<file path="src/rtl/i2c_bus_conditioner.sv">
`default_nettype none
// ============================================================================
// Module      : i2c_bus_conditioner
// Description : Synchronizes and glitch-filters raw I2C SCL/SDA pads, reports
//               SCL edges, START/STOP conditions, bus-busy and stuck-SCL timeout.
// Revision    : 1.0 - initial release
// ============================================================================
module i2c_bus_conditioner #(
  parameter int FILTER_LEN     = 4,
  parameter int TIMEOUT_CYCLES = 2_500_000
) (
  input  logic clk,
  input  logic rst,
  input  logic scl_in,
  input  logic sda_in,
  output logic scl_out,
  output logic sda_out,
  output logic scl_rise,
  output logic scl_fall,
  output logic start_det,
  output logic stop_det,
  output logic bus_busy,
  output logic bus_timeout
);

  localparam int                C_TO_W      = (TIMEOUT_CYCLES > 2) ? $clog2(TIMEOUT_CYCLES) : 1;
  localparam logic [C_TO_W-1:0] C_TO_LAST   = C_TO_W'(TIMEOUT_CYCLES - 1);
  localparam logic [C_TO_W-1:0] C_TO_PRE    = C_TO_W'(TIMEOUT_CYCLES - 2);
  localparam logic [3:0]        C_FILT_LAST = 4'(FILTER_LEN - 1);

  // Index 1 carries SCL, index 0 carries SDA.
  logic [1:0] w_raw;
  logic [1:0] w_filt;

  assign w_raw = {scl_in, sda_in};

  for (genvar gi = 0; gi < 2; gi++) begin : g_line
    logic [1:0] r_sync;
    logic [3:0] r_cnt;
    logic       r_filt;

    always_ff @(posedge clk) begin
      if (rst) begin
        r_sync <= 2'b11;
        r_cnt  <= 4'd0;
        r_filt <= 1'b1;
      end else begin
        r_sync <= {r_sync[0], w_raw[gi]};
        if (r_sync[1] == r_filt) begin
          r_cnt <= 4'd0;
        end else if (r_cnt == C_FILT_LAST) begin
          r_filt <= r_sync[1];
          r_cnt  <= 4'd0;
        end else begin
          r_cnt <= r_cnt + 4'd1;
        end
      end
    end

    assign w_filt[gi] = r_filt;
  end

  // Output stage compares the newly filtered level against the level currently
  // presented, so every pulse lines up with the cycle the new level appears.
  logic w_sclNext;
  logic w_sdaNext;
  logic w_start;
  logic w_stop;

  assign w_sclNext = w_filt[1];
  assign w_sdaNext = w_filt[0];
  assign w_start   = scl_out & w_sclNext &  sda_out & ~w_sdaNext;
  assign w_stop    = scl_out & w_sclNext & ~sda_out &  w_sdaNext;

  always_ff @(posedge clk) begin
    if (rst) begin
      scl_out   <= 1'b1;
      sda_out   <= 1'b1;
      scl_rise  <= 1'b0;
      scl_fall  <= 1'b0;
      start_det <= 1'b0;
      stop_det  <= 1'b0;
    end else begin
      scl_out   <= w_sclNext;
      sda_out   <= w_sdaNext;
      scl_rise  <= ~scl_out &  w_sclNext;
      scl_fall  <=  scl_out & ~w_sclNext;
      start_det <= w_start;
      stop_det  <= w_stop;
    end
  end

  // Stuck-SCL watchdog: the pulse is registered so it coincides with the
  // cycle in which the counter holds its final value.
  logic [C_TO_W-1:0] r_toCnt;
  logic              w_toClr;
  logic              w_toInc;

  assign w_toClr = ~bus_busy | scl_rise | scl_fall | stop_det;
  assign w_toInc = ~w_toClr & ~scl_out & (r_toCnt != C_TO_LAST);

  always_ff @(posedge clk) begin
    if (rst) begin
      r_toCnt     <= '0;
      bus_timeout <= 1'b0;
    end else begin
      bus_timeout <= w_toInc & (r_toCnt == C_TO_PRE);
      if (w_toClr || r_toCnt == C_TO_LAST) begin
        r_toCnt <= '0;
      end else if (w_toInc) begin
        r_toCnt <= r_toCnt + 1'b1;
      end
    end
  end

  always_ff @(posedge clk) begin
    if (rst) begin
      bus_busy <= 1'b0;
    end else if (start_det) begin
      bus_busy <= 1'b1;
    end else if (stop_det || bus_timeout) begin
      bus_busy <= 1'b0;
    end
  end

endmodule
`default_nettype wire

</file>
<file path="config.mk">
export PLATFORM = sky130hd
export DESIGN_NAME = i2c_bus_conditioner
export DESIGN_NICKNAME = d
export VERILOG_FILES = /design/src/rtl/i2c_bus_conditioner.sv
export SDC_FILE = /design/constraint.sdc
export NUM_CORES = 1
export LEC_CHECK = 0
export ABC_AREA = 1
export BUFFER_PORTS_ARGS = -buffer_cell sky130_fd_sc_hd__buf_2
export CAP_MARGIN = 25
export CORE_MARGIN = 5
export CORE_UTILIZATION = 60
export CTS_BUF_LIST = sky130_fd_sc_hd__clkbuf_8
export CTS_CLUSTER_DIAMETER = 40
export CTS_CLUSTER_SIZE = 16
export DETAILED_ROUTE_END_ITERATION = 12
export HOLD_SLACK_MARGIN = 0.02
export PLACE_DENSITY = 0.79
export SETUP_SLACK_MARGIN = 0.02
export SYNTH_ARGS = -nofsm -noshare
export SYNTH_HDL_FRONTEND = slang
export SYNTH_SLANG_ARGS = --single-unit
</file>
<file path="constraint.sdc">
create_clock -name clk -period 3.2 [get_ports clk]
set_input_delay 0.64 -clock clk [delete_from_list [all_inputs] [get_ports clk]]
set_output_delay 0.64 -clock clk [all_outputs]
set_load 0.03 [all_outputs]
</file>
# Word level (Yosys, flattened, before mapping)
# Index checks and enable logic that the tools add are counted.
# classes
add_sub_neg,3
n_mul,0
n_div,0
order_cmp,0
n_eq_ne,7
n_shift,0
mux,2
n_bitwise,21
n_reduce_logical,8
# ops
operator,n
"22-bit == test, second input constant",2
"22-bit by 1-bit adder with 22-bit output, second input constant",1
"22-bit inequality test, second input constant",1
1-bit bitwise AND,10
"4-bit by 1-bit adder with 4-bit output, second input constant",2
"4-bit by 2-bit == test with 1-bit output, second input constant",2
1-bit inverter,8
3-bit OR reduction,2
2-bit AND reduction,2
1-bit bitwise OR,3
1-bit == test,2
1-bit logical OR,2
1-bit 2-to-1 mux,2
2-bit nonzero test,1
2-bit OR reduction,1
# totals
ff_bits,44
latch_bits,0
ram_bits,0
romBits,0
inputBits,4
out_inout_bits,8
word_cells,56
memories,0

# Depth between registers and ports, before layout
# depth
word_depth,8
mapped_depth,9
mapped_depth_nobuf,9

# Worst setup path after synthesis
# OpenSTA, ideal clock, no wires.
# synth_path
kind,input to register
start,in rst
end,reg g_line[0].r_cnt[2]
setup_time_ns,0.070
arrival_ns,1.431
required_time_ns,3.130
setup_slack_ns,1.699
path_stages,5
n_path_buf,1
cell_sequence,buf_2 clkinv_1 o21ai_0 a211o_1 a21oi_1
# synth_between
elab_chain_cells,1
# synth_lines
element,line_no,rtl
from (decl),13,"input logic rst,"
3-bit OR reduction (no line),--,
to (signal assigned),55,r_cnt <= r_cnt + 4'd1;
to (decl),39,logic [3:0] r_cnt;
# Every way passes these cells.
# A chain may end at the register's enable or synchronous reset.

# Worst setup path after layout
# layout_path
start,reg scl_out
end,out scl_out
# layout_lines
element,line_no,rtl
from (decl),16,"output logic scl_out,"
from (signal assigned),84,scl_out <= w_sclNext;
# No word-level cell between the ends.

==> impl_metrics.json <==
{
  "ant_nets": 0,
  "die_h_um": 68.1,
  "ctsHtreeMaxLevel": 2,
  "yosysSeqAreaShare_pct": 43.5,
  "syn-num-nets": 283,
  "timing_max_transition_violations_final": 0,
  "hold_path_depth": 1,
  "design_power_total_mw": 0.994,
  "overflow": 0,
  "avgSynthCellArea_um2": 7.37,
  "drive_gt1_share_pct": 13.1,
  "numCtsBuffers": 5,
  "path_cells": "buf_2",
  "max_stage_delay_ns": 0.56,
  "fin_crit_sh_pct": 55.5,
  "r2r_cells": 6,
  "fin_cells": 336,
  "portBuffers": 11,
  "required_ns": 2.56,
  "hold_end": "g_line[1].r_sync[1]",
  "max_freq_mhz": 563,
  "post-place-ws_ns": 1.56,
  "start_util_pct": 61.2,
  "row_count": 21,
  "diodes": 0,
  "fp.dieW_um": 68.1,
  "vias_per_cell": 5.15,
  "ys_warn_count": 0,
  "dr.pass1.iters": 4,
  "first_iter_violations": 84,
  "max_slew_margin_pct": 72.8,
  "utilization_pct": 67.3,
  "tns_ns": 0,
  "grt_util_all_layers_pct": 18.8,
  "core_area_mm2": 0.00331,
  "ys_seq_elements": 44,
  "period_minus_slack_ns": 1.78,
  "cts_root_buf": "clkbuf_8",
  "worstPathArrival_ns": 1.14,
  "first_global_vias": 1570,
  "area_growth_pct": 10.0,
  "crit_type": "reg2out",
  "r2r_end": "r_toCnt[20]",
  "cts_setup_buffers": 0,
  "path_delay_family": "flip-flops",
  "die-area_mm2": 0.00464,
  "cts_resized": 0,
  "startpoint_type": "register",
  "maxCapViolCount": 0,
  "grt_antenna_before_repair": 0,
  "slowest_stage": "dfxtp_1",
  "tritoncts": "done",
  "hpwl_mm": 2.78,
  "min_path_type": "reg2reg",
  "report.final.setup_viol": 0,
  "clk_path_buf_depth": 2,
  "fill_cells": 306,
  "irDropWorstVdd_mv": 0.279,
  "min_from": "g_line[1].r_sync[0]",
  "leakage_nw": 0.837,
  "seq_area_um2": 881,
  "clock-sinks": 44,
  "routed-via-count": 1729,
  "clk_latency_ns": 0.30,
  "ctsHoldBuffers": 0,
  "netlist_area_mm2": 0.00203,
  "skew_ns": 0.00337,
  "gp_congestion": 0.771,
  "fin_ws_ns": 1.42,
  "powerDensity_mw_per_mm2": 446,
  "stdcell_area_mm2": 0.00223,
  "ys_types": 31,
  "grt_first_pass_wirelength_mm": 6.61,
  "multi_input_area_mm2": 0.00101,
  "status": "completed",
  "grt_max_degree": 17,
  "path_clk_slew_ns": 0.09,
  "r2r_start": "scl_out",
  "rsz0062_at_grt": "false",
  "nets": 297,
  "r2r_slack_ns": 1.66,
  "path_max_fanout": 10,
  "dpl.cell_count": 328,
  "timing.hold.ws_ns": 0.417,
  "drc": 0,
  "wl_per_cell_um": 11.2,
  "syn_inst": 275,
  "crit_path_end_kind": "output pin",
  "worst-path-buf-inv": 1,
  "finalHoldViolations": 0,
  "wl_mm": 3.78,
  "worst_pin_slew_ns": 0.408,
  "ios": 12,
  "postPlaceCellArea_mm2": 0.00211
}
state kept, by name, indices dropped and copies added (netlist names):
signal         count
g_line.r_filt      2
bus_busy           1
bus_timeout        1
scl_fall           1
g_line.r_sync      4
scl_rise           1
start_det          1
stop_det           1
r_toCnt           22
scl_out            1
g_line.r_cnt       8
sda_out            1
layout by cell type (no fill, tap or decap), drive strengths merged, types with 4 or more instances in the layout:
| cell type | Yosys | routed |
|---|---|---|
| nand3 | 20 | 20 |
| inv | 29 | 29 |
| o21ai | 4 | 4 |
| a21oi | 10 | 10 |
| nand2 | 59 | 59 |
| dfxtp | 44 | 44 |
| nand4 | 8 | 8 |
| or2 | 8 | 8 |
| nor2 | 58 | 58 |
| nor3 | 7 | 7 |
| xor2 | 8 | 8 |
| clkbuf | 0 | 5 |
| ha | 4 | 4 |
| buf | 4 | 11 |
area by class of cell:
type                       count  share of cell area [%]
multi-input combinational    197                    45.1
timing repair buffer          11                    2.47
clock buffer                   5                    3.09
tap                           46                    2.58
sequential                    44                    39.5
inverter                      30                    5.05
clock inverter                 3                    2.13
where the power goes:
group / switching [mW] / internal [mW]
logic: 0.00583 / 0.00409
clock network: 0.197 / 0.235
registers: 0.00154 / 0.550
total: 0.204 / 0.789
worst max-delay path by stage:
stage	start	end	cells after the start
5_1_grt	scl_out	scl_out	1
2_1_floorplan	rst	g_line[0].r_cnt[2]	5
4_1_cts	scl_out	scl_out	1
3_3_place_gp	rst	g_line[1].r_cnt[2]	5
6_report	scl_out	scl_out	1
3_5_place_dp	rst	g_line[1].r_cnt[2]	5
per-layer routing:
layer  track usage, %  wire length (µm)  vias up
met5                0                 0        -
met3             5.09               101        3
met4             7.44                25        0
li1                 -                 -      898
met2             30.0              1720       18
met1             24.1              1930      810
logic make-up (layout without fill, tap and decap cells):
| family | count (synthesis) | in the layout | synth area share (%) |
|---|---|---|---|
| and+or+nand+nor | 164 | 164 | 37.2 |
| DFF | 44 | 44 | 43.5 |
| buffers and inverters | 34 | 49 | 6.86 |
| AOI/OAI and AO/OA | 18 | 18 | 5.25 |
| xor gates and xnor gates | 11 | 11 | 4.76 |
| adders and majority gates | 4 | 4 | 2.47 |
synthesized netlist by cell type:
master / number / share of area (%)
nand2_2: 2 / 0.62
o211ai_1: 2 / 0.74
o21ai_1: 1 / 0.25
buf_2: 3 / 0.74
nor2_1: 53 / 9.8
or3_1: 1 / 0.31
clkinv_1: 1 / 0.19
nor2_4: 1 / 0.56
a21oi_2: 1 / 0.43
xor2_1: 8 / 3.5
or2_2: 6 / 1.9
inv_1: 29 / 5.4
xnor2_1: 3 / 1.3
buf_6: 1 / 0.56
or2_0: 2 / 0.62
nand3_1: 17 / 4.2
nor3_1: 6 / 1.5
nand2_1: 57 / 11
nand3_4: 1 / 0.86
o21ai_0: 3 / 0.74
nand3b_1: 1 / 0.37
nor2_2: 4 / 1.2
nor4_1: 1 / 0.31
nor3_2: 1 / 0.49
a211o_1: 2 / 0.86
nand3_2: 2 / 0.99
dfxtp_1: 44 / 43
nand4_1: 8 / 2.5
and2_4: 1 / 0.43
ha_1: 4 / 2.5
a21oi_1: 9 / 2.2
Note: power is estimated with default switching activity, not from simulation.
